$ cat src/rtl/axi_ic_pkg.sv
// Shared definitions for the AXI interconnect arbiters: the state encoding,
// the master-count limit and a constant clog2 helper.
package axi_ic_pkg;

  localparam logic [1:0] IDLE = 2'd0;
  localparam logic [1:0] ADDR = 2'd1;
  localparam logic [1:0] RESP = 2'd2;

  localparam int MAX_MASTERS = 8;

  typedef enum logic [1:0] {
    ST_IDLE = IDLE,
    ST_ADDR = ADDR,
    ST_RESP = RESP
  } arb_state_e;

  // Returns ceil(log2(v)), with a minimum of 1, so it can be used directly as a port width.
  function automatic int clog2(input int v);
    int r;
    r = 0;
    while ((1 << r) < v) r++;
    return (r < 1) ? 1 : r;
  endfunction

endpackage

$ cat src/rtl/rr_pick.sv
// Combinational round-robin pick. The search starts at ptr+1 and wraps
// modulo N. The output is the first requesting bit found, as a one-hot
// vector and as a binary index. The data-channel arbiters reuse this block.
module rr_pick
  import axi_ic_pkg::*;
#(
  parameter int N     = 2,
  parameter int IDX_W = clog2(N)
) (
  input  logic [N-1:0]     req,
  input  logic [IDX_W-1:0] ptr,
  output logic [N-1:0]     pick,
  output logic [IDX_W-1:0] idx,
  output logic             any
);

  // Walk candidates in priority order (ptr+1 .. ptr+N). The first set bit wins.
  always_comb begin
    pick = '0;
    idx  = '0;
    any  = 1'b0;
    for (int k = 1; k <= N; k++) begin
      for (int i = 0; i < N; i++) begin
        if (!any && (i == (int'(ptr) + k) % N) && req[i]) begin
          any     = 1'b1;
          pick[i] = 1'b1;
          idx     = IDX_W'(i);
        end
      end
    end
  end

endmodule

$ cat src/rtl/axi_addr_arbiter.sv
// Round-robin arbiter for one AXI address channel (AW or AR).
// The grant is held until the final response handshake, so the channel
// carries at most one outstanding transaction.
// Optional macro ARB_TIMEOUT_EN adds a RESP-state watchdog. When the
// watchdog expires, the grant is released and timeout pulses for one cycle.
module axi_addr_arbiter
  import axi_ic_pkg::*;
#(
  parameter int NUM_MASTERS    = 2,
  parameter int IDX_W          = clog2(NUM_MASTERS),
  parameter int TIMEOUT_CYCLES = 256
) (
  input  logic                   clk,
  input  logic                   rst_n,
  input  logic [NUM_MASTERS-1:0] m_req,
  output logic [NUM_MASTERS-1:0] m_ready,
  input  logic                   s_addr_ready,
  input  logic                   s_resp_done,
  output logic                   fwd_valid,
  output logic [NUM_MASTERS-1:0] grant,
  output logic [IDX_W-1:0]       grant_idx,
  output logic                   busy,
  output logic                   timeout
);

  if (NUM_MASTERS < 2 || NUM_MASTERS > MAX_MASTERS) begin : g_bad_masters
    $error("axi_addr_arbiter: NUM_MASTERS out of range 2..8");
  end
  if (TIMEOUT_CYCLES < 2) begin : g_bad_timeout
    $error("axi_addr_arbiter: TIMEOUT_CYCLES must be at least 2");
  end

  arb_state_e             state_q, state_d;
  logic [NUM_MASTERS-1:0] grant_q, grant_d;
  logic [IDX_W-1:0]       gidx_q, gidx_d;
  logic [IDX_W-1:0]       ptr_q, ptr_d;
  logic [NUM_MASTERS-1:0] pick;
  logic [IDX_W-1:0]       pick_idx;
  logic                   pick_any;

`ifdef ARB_TIMEOUT_EN
  localparam int WD_W = clog2(TIMEOUT_CYCLES);
  logic [WD_W-1:0] wd_q, wd_d;
  logic            to_q, to_d;
  logic            wd_exp;
  assign wd_exp = (wd_q == WD_W'(TIMEOUT_CYCLES - 1));
`endif

  rr_pick #(
    .N     (NUM_MASTERS),
    .IDX_W (IDX_W)
  ) u_pick (
    .req  (m_req),
    .ptr  (ptr_q),
    .pick (pick),
    .idx  (pick_idx),
    .any  (pick_any)
  );

  // Next-state logic and the handshake outputs. Only the granted master can
  // see fwd_valid or m_ready, so requests from other masters cannot disturb the grant.
  always_comb begin
    state_d   = state_q;
    grant_d   = grant_q;
    gidx_d    = gidx_q;
    ptr_d     = ptr_q;
    fwd_valid = 1'b0;
    m_ready   = '0;
`ifdef ARB_TIMEOUT_EN
    wd_d      = wd_q;
    to_d      = 1'b0;
`endif
    unique case (state_q)
      ST_IDLE: begin
        if (pick_any) begin
          grant_d = pick;
          gidx_d  = pick_idx;
          state_d = ST_ADDR;
        end
      end
      ST_ADDR: begin
        fwd_valid = m_req[gidx_q];
        if (!fwd_valid) begin
          // The master withdrew its request. Drop the grant and keep the pointer,
          // so the same master still has priority on its next request.
          grant_d = '0;
          state_d = ST_IDLE;
        end else if (s_addr_ready) begin
          m_ready = grant_q;
          state_d = ST_RESP;
`ifdef ARB_TIMEOUT_EN
          wd_d    = '0;
`endif
        end
      end
      ST_RESP: begin
        if (s_resp_done) begin
          ptr_d   = gidx_q;
          grant_d = '0;
          state_d = ST_IDLE;
        end
`ifdef ARB_TIMEOUT_EN
        else if (wd_exp) begin
          ptr_d   = gidx_q;
          grant_d = '0;
          state_d = ST_IDLE;
          to_d    = 1'b1;
        end else begin
          wd_d = wd_q + 1'b1;
        end
`endif
      end
      default: begin
        grant_d = '0;
        state_d = ST_IDLE;
      end
    endcase
  end

  // State and grant registers. An asynchronous reset abandons any in-flight response.
  always_ff @(posedge clk or negedge rst_n) begin
    if (!rst_n) begin
      state_q <= ST_IDLE;
      grant_q <= '0;
      gidx_q  <= '0;
      ptr_q   <= IDX_W'(NUM_MASTERS - 1);
`ifdef ARB_TIMEOUT_EN
      wd_q    <= '0;
      to_q    <= 1'b0;
`endif
    end else begin
      state_q <= state_d;
      grant_q <= grant_d;
      gidx_q  <= gidx_d;
      ptr_q   <= ptr_d;
`ifdef ARB_TIMEOUT_EN
      wd_q    <= wd_d;
      to_q    <= to_d;
`endif
    end
  end

  assign grant     = grant_q;
  assign grant_idx = gidx_q;
  assign busy      = (state_q != ST_IDLE);
`ifdef ARB_TIMEOUT_EN
  assign timeout   = to_q;
`else
  assign timeout   = 1'b0;
`endif

endmodule

$ cat config.mk
export PLATFORM = sky130hd
export DESIGN_NAME = axi_addr_arbiter
export DESIGN_NICKNAME = d
export VERILOG_FILES = /design/src/rtl/axi_ic_pkg.sv /design/src/rtl/rr_pick.sv /design/src/rtl/axi_addr_arbiter.sv
export SDC_FILE = /design/constraint.sdc
export NUM_CORES = 1
export LEC_CHECK = 0
export BUFFER_PORTS_ARGS = -buffer_cell sky130_fd_sc_hd__buf_2
export CAP_MARGIN = 30
export CELL_PAD_IN_SITES_DETAIL_PLACEMENT = 1
export CELL_PAD_IN_SITES_GLOBAL_PLACEMENT = 1
export CORE_AREA = 2 2 39 41
export CTS_CLUSTER_DIAMETER = 120
export DETAILED_ROUTE_END_ITERATION = 10
export DIE_AREA = 0 0 41 43
export PLACE_DENSITY = 0.65
export SETUP_SLACK_MARGIN = 0.05
export SYNTH_ARGS = -nofsm -noshare
export SYNTH_HDL_FRONTEND = slang
export SYNTH_SLANG_ARGS = --single-unit
$ cat constraint.sdc
create_clock -name clk -period 1.2 [get_ports clk]
set_input_delay 0.06 -clock clk [delete_from_list [all_inputs] [get_ports clk]]
set_output_delay 0.06 -clock clk [all_outputs]
set_load 0.1 [all_outputs]
# Yosys cells after proc, flatten, opt, wreduce, memory -nomap -nowiden
# Cells that the tools add are included.
# op_classes
n_addsub	2
order_cmp	1
n_eq_ne	8
mux	23
bitwise_logic	2
reduce_logical	18
# op_table
op	n
32-bit logical NOT	2
2-bit two-way mux	9
1-bit two-way mux	12
2-bit one-hot mux with 3 select lines	2
1-bit logical AND	7
2-bit != test, second input constant	3
3-bit AND reduction	2
2-bit == test, first input constant	2
2-bit AND reduction	2
1-bit logical NOT	3
3-bit != test, second input constant	1
1-bit adder, second input constant	2
1-bit bitwise AND, first input constant	2
2-bit by 1-bit == test with 1-bit output, second input constant	1
2-bit == test, second input constant	1
2-bit logical NOT	1
1-bit by 2-bit less-than comparator with 1-bit output, second input constant	1
2-bit nonzero test	1
# word_totals
regBits	6
elab_cells	58

# Longest topological paths before layout
# Gate-level depths: netlist (run 1).
# logic_depth
ltp_word	19
depth_mapped	4
ltp_nobuf	4

# By module
# Synthesis (run 1) repeated with hierarchy kept, for this count alone.
# hier_totals
cells_unflattened	35
hier_area_um2	374.1
# modules_own_cells
module	n_inst	cells_each	area_each_um2	seq_area_each_um2
axi_addr_arbiter	1	30	341.6	151.4
rr_pick	1	5	32.5	0.0

# Least setup slack after synthesis (run 1)
# Ideal clock, no wire load.
# synth_path
kind	reg-to-output
startpoint	register gidx_q, in the netlist grant_idx
endpoint	output port m_ready[0]
arrival_time_ns	3.174
t_required_ns	1.140
path_slack_ns	-2.034
path_stages_with_launch	4
cell_sequence	dfrtp_1 mux2i_1 nor3b_2 and3_2
# synth_between
elab_chain_cells	4
# synth_lines
element	line	source
start, declared	axi_addr_arbiter.sv:35	logic [IDX_W-1:0] gidx_q, gidx_d;
start signal, assigned	axi_addr_arbiter.sv:134	gidx_q <= gidx_d;
1-bit two-way mux (implied by the code) (2 in series)	axi_addr_arbiter.sv:82	fwd_valid = m_req[gidx_q];
2-bit two-way mux	axi_addr_arbiter.sv:83	if (!fwd_valid) begin
2-bit two-way mux	axi_addr_arbiter.sv:73	unique case (state_q)
end, declared	axi_addr_arbiter.sv:16	output logic [NUM_MASTERS-1:0] m_ready,
# No other way between the ends. The select of a mux whose other input is x is not followed.

# Final worst setup path (run 1)
# Ends and elaborated chain as after synthesis.

==> results of run 1 <==
-- cell families (layout without fill, tap and decap cells) --
group	after synthesis	after routing	synth area share
buffers and inverters	3	30	0.0458
other	1	1	0.0114
flip-flops	6	6	0.462
multiplexers	1	1	0.0305
AND/OR/NAND/NOR	11	11	0.210
AO/OA/AOI/OAI	11	11	0.240
-- path summary, 6_finish.rpt --
check | startpoint | to | slack, ns | cells after the start
setup / recovery | grant_idx | m_ready[0] | -0.37 | 4
setup reg to reg | grant_idx | grant[1] | -0.33 | 5
min in group asynchronous | rst_n | grant_idx | 0.16 | 2
max in group asynchronous | rst_n | ptr_q | 0.80 | 2
hold / removal | s_resp_done | ptr_q | 0.12 | 3
hold reg to reg | ptr_q | ptr_q | 0.48 | 2
-- state kept, by name, indices dropped and copies added, names as in the netlist --
signal	cells
grant	2
state_q	2
grant_idx	1
ptr_q	1
-- cell usage after synthesis, drive strengths merged --
| library cell | count |
|---|---|
| a21oi | 1 |
| or2b | 1 |
| a32o | 2 |
| o31a | 1 |
| a31oi | 1 |
| o21ai | 3 |
| mux2i | 1 |
| and3 | 2 |
| dfstp | 1 |
| nand3b | 1 |
| nor2 | 3 |
| inv | 2 |
| nor3b | 2 |
| buf | 1 |
| a22oi | 1 |
| o21a | 1 |
| a211o | 1 |
| dfrtp | 5 |
| conb | 1 |
| nand2 | 2 |
-- layer usage --
metal / track usage / up-vias / share of wire
li1: - / 175 / -
met1: 0.179 / 167 / 0.39
met2: 0.216 / 8 / 0.57
met3: 0.0314 / 0 / 0.033
met4: 0.100 / 0 / 0
met5: 0 / - / 0
-- worst max-delay path, stage by stage, from the launching register on --
cell	delay, ns
dfrtp_4	0.47
mux2i_1	0.16
nor3b_4	0.23
and3_4	0.23
buf_12	0.17
-- layout make-up --
class | instances | area [um^2] | area share
clock buffer | 4 | 26.3 | 0.0405
inverter | 2 | 11.3 | 0.0174
multi-input combinational | 24 | 183 | 0.282
sequential | 6 | 155 | 0.239
tap | 16 | 20.0 | 0.0309
timing repair buffer | 24 | 253 | 0.390
-- through the flow --
stage | worst slack [ns] | setup TNS, ns | instance area (um^2)
2_1_floorplan | -1.17 | -5.71 | 357
3_3_place_gp | -0.171 | -0.681 | 577
3_5_place_dp | -0.217 | -0.912 | 577
4_1_cts | -0.405 | -1.81 | 632
5_1_grt | -0.442 | -2.45 | 648
6_report | -0.373 | -2.05 | 648
-- timing repair --
| item | CTS | global route |
|---|---|---|
| pin swaps | 4 | 1 |
| setup endpoints to repair | 8 | 12 |
| hold endpoints to repair | 6 | 0 |
| resized for setup | 1 | 5 |
| setup buffers | 2 | 1 |
| hold buffers | 1 | 0 |
==> flow_summary.json, run 1 <==
{
  "final_core_util": 0.468,
  "cp.arrival_ns": 1.51,
  "ys_types": 21,
  "vias": 350,
  "start_kind": "flop",
  "synthTopCellsByArea": "dfrtp_1 (38%), dfstp_2 (8.0%), a32o_1 (6.1%)",
  "io_pins": 14,
  "rows": 14,
  "cts_max_level": 1,
  "cts-buffers-inserted": 3,
  "yosysTopAreaCell": "dfrtp_1",
  "cp-end-kind": "primary output",
  "grt_pass1_wl_mm": 1.68,
  "dp_hpwl_um": 788,
  "syn_avg_cell_area_um2": 9.93,
  "finClkSkew_ns": 0.0135,
  "clk_path_buf_depth": 2,
  "ant_nets": 0,
  "layout_common_cells": "buf_4 (8), buf_12 (6), clkbuf_4 (5), buf_2 (5), dfrtp_1 (4)",
  "synthesis.area_um2": 328,
  "grt_pass1_vias": 384,
  "slew_viol_final": 0,
  "nets": 67,
  "cts.sinks": 6,
  "portBuffers": 12,
  "worst_hold_slack_ns": 0.120,
  "synth_top_area_share": 0.382,
  "fin_cells": 76,
  "synth_warnings": 0,
  "core_um2": 1380,
  "start_util": 0.237,
  "grt_overflow": 0,
  "die_h_um": 43,
  "status": "complete, but fails checks",
  "drive_above_1_share": 0.567,
  "max_clock_freq_mhz": 636,
  "cts_tree": "built",
  "layout_commonest_cell": "buf_4",
  "root_buffer": "clkbuf_4",
  "setup_viol": 7,
  "hold_viol": 0,
  "path_max_fanout": 4,
  "violations": "negative setup slack",
  "drtPass1Iterations": 1,
  "grt_usage": 0.146,
  "crit_type": "flop to primary output",
  "antenna_found_initial": 0,
  "grt_max_degree": 7,
  "cap_violations": 0,
  "clk_pin_slew_ns": 0.05,
  "drt-initial-drc-count": 0,
  "drc_errors": 0,
  "viasPerCell": 4.61,
  "netlist_instances": 33,
  "clock_latency_ns": 0.25,
  "syn2layout_area_growth_pct": 97.7,
  "wl_um": 938,
  "ys_seq_elements": 6,
  "fin_crit_ns": 1.57,
  "wl_per_cell_um": 12.3,
  "hold_path_class": "input port to flop",
  "die_w_um": 41,
  "worstPathRequired_ns": 1.14,
  "synth_fp_nets": 39,
  "n_antenna_cell": 0,
  "dieArea_um2": 1760,
  "fill_cells": 156,
  "ys_seq_area_frac": 0.462,
  "setup_ws_ns": -0.373,
  "gp_congestion": 0.767,
  "dp_cells": 68,
  "rsz0062_at_grt": "true",
  "post-route-period-util": 1.31
}
Power of run 1 is not shown: default switching activity piles up to over one toggle a cycle in this logic, so the estimate is an artifact.
==> inputs of run 2 (changes only) <==
ABC_AREA = 1   (was unset)
PLACE_DENSITY = 0.69   (was 0.65)
==> flow_summary.json, run 2 <==
{
  "slew_viol_final": 0,
  "io_pins": 14,
  "dp_slack_ns": -0.0714,
  "synth_common_cells": "nand2_1 (12), inv_1 (8), dfrtp_1 (5), nor2_1 (5)",
  "antenna_found_initial": 0,
  "holdCritStartpoint": "s_resp_done",
  "dpl_cell_area_um2": 552,
  "cp_num_buf_inv": 2,
  "cap_violations": 0,
  "worstReg2RegStart": "grant_idx",
  "setup_ws_ns": -0.273,
  "crit_start": "grant_idx",
  "cp_top_family": "flip-flops",
  "layout_common_cells": "nand2_1 (12), buf_4 (8), inv_1 (7)",
  "worstPathRequired_ns": 1.14,
  "clock_latency_ns": 0.25,
  "grt_pass1_vias": 409,
  "grt_overflow": 0,
  "root_buffer": "clkbuf_4",
  "slowest_stage": "dfrtp_4",
  "clk_pin_slew_ns": 0.05,
  "fin_cells": 89,
  "status": "complete, but fails checks",
  "synth_top_area_share": 0.379,
  "synth_fp_nets": 52,
  "n_antenna_cell": 0,
  "ys_seq_elements": 6,
  "violations": "negative setup slack",
  "r2r_cells": 8,
  "grt_pass1_wl_mm": 1.76,
  "die_h_um": 43,
  "rows": 14,
  "path_max_fanout": 3,
  "hold_viol": 0,
  "wl_met1_um": 412,
  "min_to": "ptr_q",
  "holdPathStages": 3,
  "dieArea_um2": 1760,
  "grt_max_degree": 7,
  "start_kind": "flop",
  "portBuffers": 12,
  "synthTopCellsByArea": "dfrtp_1 (38%), nand2_1 (14%), inv_1 (9.1%)",
  "wl_met3_um": 40,
  "netlist_instances": 46,
  "ys.flop_type": "dfrtp_1",
  "core_um2": 1380,
  "cp-end-kind": "primary output",
  "wl_per_cell_um": 12.4,
  "yosysTopAreaCell": "dfrtp_1",
  "synth_edf_count": 0,
  "gp_congestion": 0.687,
  "finClkSkew_ns": 0.00128,
  "final_area_um2": 683,
  "nets": 80,
  "reg2reg_slack_ns": -0.07,
  "cts-buffers-inserted": 3,
  "hold_path_class": "input port to flop",
  "cts_max_level": 1,
  "route.met2.wl_um": 606,
  "die_w_um": 41,
  "ant_nets": 0,
  "ys_types": 14,
  "cts.sinks": 6,
  "syn_avg_cell_area_um2": 7.18,
  "rsz0062_at_grt": "true",
  "synth_warnings": 0,
  "layout_commonest_cell": "nand2_1",
  "syn2layout_area_growth_pct": 107,
  "start_util": 0.239,
  "setup_viol": 6,
  "maxUsedRoutingLayer": "met4",
  "worstPathCellList": "o21ai_4 > nand2_4 > inv_8 > nand2_8 > nor2_4 > buf_12",
  "ys_async_sr_fraction": 1.00,
  "grt_usage": 0.167,
  "synthMostInstantiatedCell": "nand2_1",
  "drt-initial-drc-count": 5,
  "ys_seq_area_frac": 0.458,
  "worst_path_largest_cell_delay_ns": 0.49,
  "fin_crit_ns": 1.47,
  "post-route-period-util": 1.23,
  "drtPass1Iterations": 2,
  "drc_errors": 0,
  "max_clock_freq_mhz": 679,
  "cts_tree": "built",
  "vias": 387,
  "drive_above_1_share": 0.534,
  "cp.arrival_ns": 1.41,
  "dp_hpwl_um": 795,
  "synthesis.area_um2": 330,
  "final_core_util": 0.494,
  "wl_mm": 1.11,
  "cp.depth": 6,
  "viasPerCell": 4.35,
  "clk_path_buf_depth": 2,
  "dp_cells": 78,
  "worst_r2r_endpoint": "grant[1]",
  "fill_cells": 175,
  "crit_type": "flop to primary output"
}
==> run 2: cell types whose count changed in the layout (fill, tap and decap cells not counted), sizes merged, moves of 2 or more <==
cell   previous run  this run
and3              2         0
nand2             2        14
a32o              2         0
nor3b             2         0
nor2              3         5
inv               1         9
nand3             0         3
==> run 2: cell families after synthesis <==
| family | count (synthesis) | share of synthesized area |
|---|---|---|
| buf+inv | 11 | 0.136 |
| other cells | 1 | 0.0114 |
| simple gates | 23 | 0.299 |
| compound gates | 5 | 0.0947 |
| flops | 6 | 0.458 |
==> run 2: final cells by class <==
type | instances | area [um^2] | share of cell area
timing repair buffer | 24 | 244 | 0.357
sequential | 6 | 155 | 0.227
clock buffer | 4 | 26.3 | 0.0385
inverter | 10 | 48.8 | 0.0714
multi-input combinational | 29 | 189 | 0.277
tap | 16 | 20.0 | 0.0293
==> run 2: routing by layer <==
metal / vias to the layer above / track usage
met1: 183 / 0.201
met4: 0 / 0.160
li1: 189 / -
met3: 4 / 0.0471
met5: - / 0
met2: 11 / 0.222
==> run 2: worst max path at each step <==
stage	end
2_1_floorplan	m_ready[0]
3_3_place_gp	m_ready[0]
3_5_place_dp	m_ready[0]
4_1_cts	m_ready[0]
5_1_grt	m_ready[1]
6_report	m_ready[1]
==> run 2: worst register-to-register path: cells and delay by family (launching register included) <==
kind | cells | cell delay, ns
compound gates | 1 | 0.08
flops | 1 | 0.49
simple gates | 5 | 0.39
buf+inv | 2 | 0.20
==> run 2: repair_timing <==
action,4_1_cts,5_1_grt
pin swaps,3,2
buffers inserted,5,1
hold endpoints to repair,6,0
setup endpoints to repair,4,12
hold buffers,1,0
resized for setup,8,6
==> run 2: per-stage QoR <==
step | setup TNS, ns | hold slack, ns
3_5_place_dp | -0.118 | -0.105
3_3_place_gp | -0.0572 | -0.106
5_1_grt | -1.43 | 0.127
4_1_cts | -0.967 | 0.110
2_1_floorplan | -1.55 | -0.236
6_report | -0.964 | 0.124
Power of run 2 is left out for the same reason.
